$ cat src/rtl/debounce_scan_ctrl.sv
// Shared scanned debouncer: one prescaled sample tick, one button visited per
// cycle, press/release pulses and a small event queue. Define
// DEBOUNCE_SCAN_RELEASE_EVT_EN to queue release events alongside presses.
module debounce_scan_ctrl #(
  parameter int N_BTN      = 4,
  parameter int PRESCALE   = 50000,
  parameter int STABLE_CNT = 4,
  parameter int FIFO_DEPTH = 4,
  localparam int IDW = (N_BTN > 1) ? $clog2(N_BTN) : 1
) (
  input  logic             clk_i,
  input  logic             reset_i,
  input  logic [N_BTN-1:0] button_i,
  input  logic             event_ack_i,
  output logic             sample_tick_o,
  output logic [N_BTN-1:0] level_o,
  output logic [N_BTN-1:0] press_o,
  output logic [N_BTN-1:0] release_o,
  output logic             event_valid_o,
  output logic [IDW-1:0]   event_id_o,
  output logic             event_rel_o,
  output logic             overflow_o,
  output logic             dbg_state_o
);

  localparam int PW   = (PRESCALE > 1) ? $clog2(PRESCALE) : 1;
  localparam int CW   = 4;
  localparam int FAW  = $clog2(FIFO_DEPTH);
  localparam int CNTW = FAW + 1;
`ifdef DEBOUNCE_SCAN_RELEASE_EVT_EN
  localparam bit REL_EVT = 1'b1;
  localparam int EW      = IDW + 1;
`else
  localparam bit REL_EVT = 1'b0;
  localparam int EW      = IDW;
`endif

  typedef enum logic {ST_IDLE = 1'b0, ST_SCAN = 1'b1} state_e;

  state_e           state_q, state_d;
  logic [IDW-1:0]   idx_q, idx_d;
  logic             visit;

  logic [N_BTN-1:0] sync1_q, sync2_q;
  logic [PW-1:0]    presc_q, presc_d;
  logic             tick_q, tick_d;
  logic [CW-1:0]    cnt_q [N_BTN];
  logic [N_BTN-1:0] level_q, level_d;
  logic [N_BTN-1:0] press_q, press_d;
  logic [N_BTN-1:0] rel_q, rel_d;

  logic [EW-1:0]    mem_q [FIFO_DEPTH];
  logic [FAW-1:0]   head_q, tail_q;
  logic [CNTW-1:0]  count_q;
  logic             overflow_q;

  logic             s_bit, cur_lvl, flip;
  logic [CW-1:0]    cur_cnt, cnt_nxt;
  logic             full, pop, push_req, push_ok;

  // Prescaler: tick_q is high for the cycle after the count reaches PRESCALE-1.
  always_comb begin
    presc_d = presc_q + 1'b1;
    tick_d  = 1'b0;
    if (presc_q == PW'(PRESCALE - 1)) begin
      presc_d = '0;
      tick_d  = 1'b1;
    end
  end

  always_ff @(posedge clk_i) begin
    if (reset_i) begin
      state_q <= ST_IDLE;
      idx_q   <= '0;
    end else begin
      state_q <= state_d;
      idx_q   <= idx_d;
    end
  end

  // A tick seen during SCAN is ignored; PRESCALE >= N_BTN+2 keeps it unreachable.
  always_comb begin
    state_d = state_q;
    idx_d   = idx_q;
    case (state_q)
      ST_IDLE: begin
        if (tick_q) begin
          state_d = ST_SCAN;
          idx_d   = '0;
        end
      end
      ST_SCAN: begin
        if (idx_q == IDW'(N_BTN - 1)) begin
          state_d = ST_IDLE;
          idx_d   = '0;
        end else begin
          idx_d = idx_q + 1'b1;
        end
      end
      default: begin
        state_d = ST_IDLE;
        idx_d   = '0;
      end
    endcase
  end

  always_comb begin
    visit       = (state_q == ST_SCAN);
    dbg_state_o = (state_q == ST_SCAN);
  end

  // One visit per cycle: compare the synchronized sample with the debounced level.
  always_comb begin
    s_bit   = sync2_q[idx_q];
    cur_lvl = level_q[idx_q];
    cur_cnt = cnt_q[idx_q];
    flip    = 1'b0;
    cnt_nxt = '0;
    level_d = level_q;
    press_d = '0;
    rel_d   = '0;
    if (visit && (s_bit != cur_lvl)) begin
      if (cur_cnt == CW'(STABLE_CNT - 1)) begin
        flip           = 1'b1;
        level_d[idx_q] = s_bit;
        press_d[idx_q] = s_bit;
        rel_d[idx_q]   = ~s_bit;
      end else begin
        cnt_nxt = cur_cnt + 1'b1;
      end
    end
  end

  always_ff @(posedge clk_i) begin
    if (reset_i) begin
      sync1_q <= '0;
      sync2_q <= '0;
      presc_q <= '0;
      tick_q  <= 1'b0;
      level_q <= '0;
      press_q <= '0;
      rel_q   <= '0;
      for (int i = 0; i < N_BTN; i++) cnt_q[i] <= '0;
    end else begin
      sync1_q <= button_i;
      sync2_q <= sync1_q;
      presc_q <= presc_d;
      tick_q  <= tick_d;
      level_q <= level_d;
      press_q <= press_d;
      rel_q   <= rel_d;
      if (visit) cnt_q[idx_q] <= cnt_nxt;
    end
  end

  // Handshake: the head is offered while event_valid_o is high and is consumed on
  // any cycle with event_valid_o && event_ack_i; ack with an empty queue does nothing.
  assign full     = (count_q == CNTW'(FIFO_DEPTH));
  assign pop      = (count_q != '0) && event_ack_i;
  assign push_req = flip && (s_bit || REL_EVT);
  assign push_ok  = push_req && (!full || pop);

  always_ff @(posedge clk_i) begin
    if (reset_i) begin
      head_q     <= '0;
      tail_q     <= '0;
      count_q    <= '0;
      overflow_q <= 1'b0;
      for (int i = 0; i < FIFO_DEPTH; i++) mem_q[i] <= '0;
    end else begin
      if (push_ok) begin
`ifdef DEBOUNCE_SCAN_RELEASE_EVT_EN
        mem_q[tail_q] <= {~s_bit, idx_q};
`else
        mem_q[tail_q] <= idx_q;
`endif
        tail_q <= tail_q + 1'b1;
      end
      if (pop) head_q <= head_q + 1'b1;
      case ({push_ok, pop})
        2'b10:   count_q <= count_q + 1'b1;
        2'b01:   count_q <= count_q - 1'b1;
        default: count_q <= count_q;
      endcase
      if (push_req && full && !pop) overflow_q <= 1'b1;
    end
  end

  assign sample_tick_o = tick_q;
  assign level_o       = level_q;
  assign press_o       = press_q;
  assign release_o     = rel_q;
  assign event_valid_o = (count_q != '0);
  assign event_id_o    = mem_q[head_q][IDW-1:0];
  assign overflow_o    = overflow_q;
`ifdef DEBOUNCE_SCAN_RELEASE_EVT_EN
  assign event_rel_o   = mem_q[head_q][IDW];
`else
  assign event_rel_o   = 1'b0;
`endif

endmodule

$ cat config.mk
export PLATFORM = sky130hd
export DESIGN_NAME = debounce_scan_ctrl
export DESIGN_NICKNAME = d
export VERILOG_FILES = /design/src/rtl/debounce_scan_ctrl.sv
export SDC_FILE = /design/constraint.sdc
export NUM_CORES = 1
export LEC_CHECK = 0
export ABC_AREA = 0
export CAP_MARGIN = 15
export CORE_MARGIN = 4
export CORE_UTILIZATION = 50
export DETAILED_ROUTE_END_ITERATION = 10
export PLACE_DENSITY = 0.67
export SLEW_MARGIN = 20
export SYNTH_ARGS = -nofsm -noshare
export SYNTH_HDL_FRONTEND = slang
export SYNTH_SLANG_ARGS = --single-unit
export TNS_END_PERCENT = 5
$ cat constraint.sdc
create_clock -name clk_i -period 4.54 [get_ports clk_i]
set_input_delay 0.908 -clock clk_i [delete_from_list [all_inputs] [get_ports clk_i]]
set_output_delay 0.908 -clock clk_i [all_outputs]
set_load 0.005 [all_outputs]
==> results_dict.tcl <==
set metrics [dict create \
    outcome "finished clean" \
    synth-seq-cells 76 \
    rows 29 \
    htree_levels 3 \
    wl_per_cell_um 14.3 \
    synth.distinct_cells 43 \
    grt_pass1_vias 2190 \
    finalHoldViolCount 0 \
    hpwl_mm 4.28 \
    core-area_mm2 0.00639 \
    rsz0062_at_grt "no" \
    synth_edf_count 24 \
    cts.sinks 76 \
    setup_ws_ns 1.35 \
    layout_min_cycle_time_ns 3.19 \
    worst-endpoint-required_ns 4.80 \
    fin_nets 349 \
    grt.total_usage_pct 17.2 \
    irDropWorstVdd_v 0.000244 \
    synthCells 312 \
    dp_slack_ns 1.01 \
    hp-class "reg2reg" \
    cts_resized 0 \
    synth.area.top_cells "dfxtp_1, edfxtp_1, mux4_2" \
    power_leakage_nw 1.41 \
    antenna_cells 0 \
    r2r_slack_ns 1.36 \
    seq_area_frac_synth_pct 53.2 \
    antenna_left 0 \
    maxSlewHeadroom_pct 48.2 \
    drive_gt1_share_pct 9.14 \
    synth_nets 327 \
    grt_overflow_total 0 \
    power.total_mw 1.34 \
    finalSetupViolCount 0 \
    firstDrtPassIters 4 \
    clk_pin_slew_ns 0.07 \
    drt_iter0_markers 122 \
    grt_pass1_wl_mm 10.5 \
    synth_warnings 0 \
    avgViaCountPerCell 5.41 \
    fin_crit_sh_pct 70.3 \
    antenna_found_initial 0 \
    path_max_fanout 5 \
    area_growth_pct 15.8 \
    die_area_mm2 0.00799 \
    fillerInstances 550 \
    synth_ff_type "dfxtp_1" \
    cts_setup_buffers 0 \
    port-buffer-count 24 \
    synth_area_mm2 0.00331 \
    route.detailed.drc 0 \
    hold_buffers 0 \
    synth.largest_area_cell "dfxtp_1" \
    end_kind "register" \
    cts_made_buffers 9 \
    clock-skew-final_ns 0.00892 \
    criticalPathCategory "in2reg" \
    vias 2252 \
    synthTopCellsByCount "dfxtp_1, nor2_1, edfxtp_1" \
    place_congestion 0.823 \
    clk_latency_ns 0.34 \
    whs_ns 0.436 \
    yosysTopAreaCellShare_pct 31.4 \
    root_buffer "clkbuf_8" \
    cts_tree "built" \
    routed_wl_mm 5.97 \
    die_x_um 89.4 \
    grt_max_degree 19 \
    p_per_area_mw_per_mm2 350 \
    initial_core_util_pct 51.8 \
    cp_data_arrival_time_ns 3.45 \
    io_pins 26 \
    setup_tns_ns 0 \
    tightest_slew_ns 0.774 \
    start_kind "primary input" \
    avgSynthCellArea_um2 10.6 \
    maxSlewViolCount 0 \
    die_h_um 89.4 \
    fmaxAchievable_mhz 313 \
    maxCapViolCount 0 \
    yosysMostFrequentCell "dfxtp_1" \
    postSynth.asyncResetShare_pct 0 \
    clock_path_buffers 2 \
]
[placed cells by master, fill, tap and decap left out, types with 2 or more instances in the layout]
cell type        synthesis  layout
dfxtp_1                 52      52
nor2_1                  45      45
edfxtp_1                24      24
clkdlybuf4s50_1          0      24
nand2_1                 18      18
inv_1                   15      15
xor2_1                  14      14
nand3_1                 12      12
nand4_1                 12      12
a21oi_1                 12      12
nor2b_1                 10      10
o21ai_0                 10      10
mux4_2                   9       9
clkbuf_8                 0       9
and2_1                   8       8
or3_1                    8       8
nor3_1                   8       8
ha_1                     7       7
nor4_1                   4       4
xnor2_1                  4       4
mux2i_1                  4       4
and3_1                   3       3
and4_1                   2       2
nand2b_1                 2       2
bufinv_16                0       2
clkinv_4                 0       2
[worst paths after layout]
check | start | endpoint | cells after the start
worst max-delay path | event_ack_i | count_q[2] | 10
worst min-delay path | sync1_q[1] | sync2_q[1] | 1
worst max register to register | register | count_q[2] | 10
worst min register to register | sync1_q[1] | sync2_q[1] | 1
[power by group]
part | switching [mW] | total [mW] | internal [mW]
Sequential | 0.00530 | 0.717 | 0.711
Combinational | 0.0222 | 0.0404 | 0.0182
Clock | 0.241 | 0.585 | 0.344
Total | 0.269 | 1.34 | 1.07
[per-layer routing]
metal	track usage (%)	routed length, µm	vias up
met5	0	0	-
met4	7.98	72	0
met3	3.96	237	7
met2	26.0	2790	41
met1	23.6	2870	1069
li1	-	-	1135
[layout make-up]
class	count	area, µm²	share of cell area, %
inverter	15	56.3	1.47
tap	77	96.3	2.51
timing repair buffer	25	248	6.46
multi-input combinational	207	1440	37.5
sequential	76	1760	46.0
clock buffer	11	153	3.98
clock inverter	5	82.6	2.15
[critical path: stages]
cell,delay [ns]
clkdlybuf4s50_1,0.42
nor4b_1,0.55
nor3b_4,0.12
nand3_1,0.19
ha_1,0.21
inv_1,0.06
fa_1,0.37
xor2_1,0.16
or3_1,0.31
a21oi_1,0.15
[stage by stage]
stage          utilization, %  instance area [µm²]  instances
3_3_place_gp             56.2                 3590        400
3_5_place_dp             56.3                 3600        400
6_report                 60.0                 3830        416
2_1_floorplan               -                 3310        312
5_1_grt                  60.0                 3830        416
4_1_cts                  60.0                 3830        416
[sequential cells by signal, indices dropped and copies added (netlist names), named ones only]
register       cells
sync2_q            4
count_q            3
level_o            4
cnt_q             16
mem_q              8
idx_q              2
dbg_state_o        1
release_o          4
head_q             2
overflow_o         1
press_o            4
sync1_q            4
sample_tick_o      1
presc_q           16
tail_q             2
[kinds of logic (layout without fill, tap and decap cells)]
| family | after synthesis | in the layout | share of synthesized area [%] |
|---|---|---|---|
| AND/OR/NAND/NOR | 139 | 139 | 21.8 |
| other | 1 | 1 | 0.113 |
| AO/OA/AOI/OAI | 26 | 26 | 4.57 |
| adder cells (fa/ha/maj) | 8 | 8 | 3.25 |
| multiplexers | 15 | 15 | 8.58 |
| flip-flops | 76 | 76 | 53.2 |
| buffers and inverters | 29 | 56 | 3.74 |
| XOR/XNOR | 18 | 18 | 4.76 |
Power figures use the tool's default switching activity.
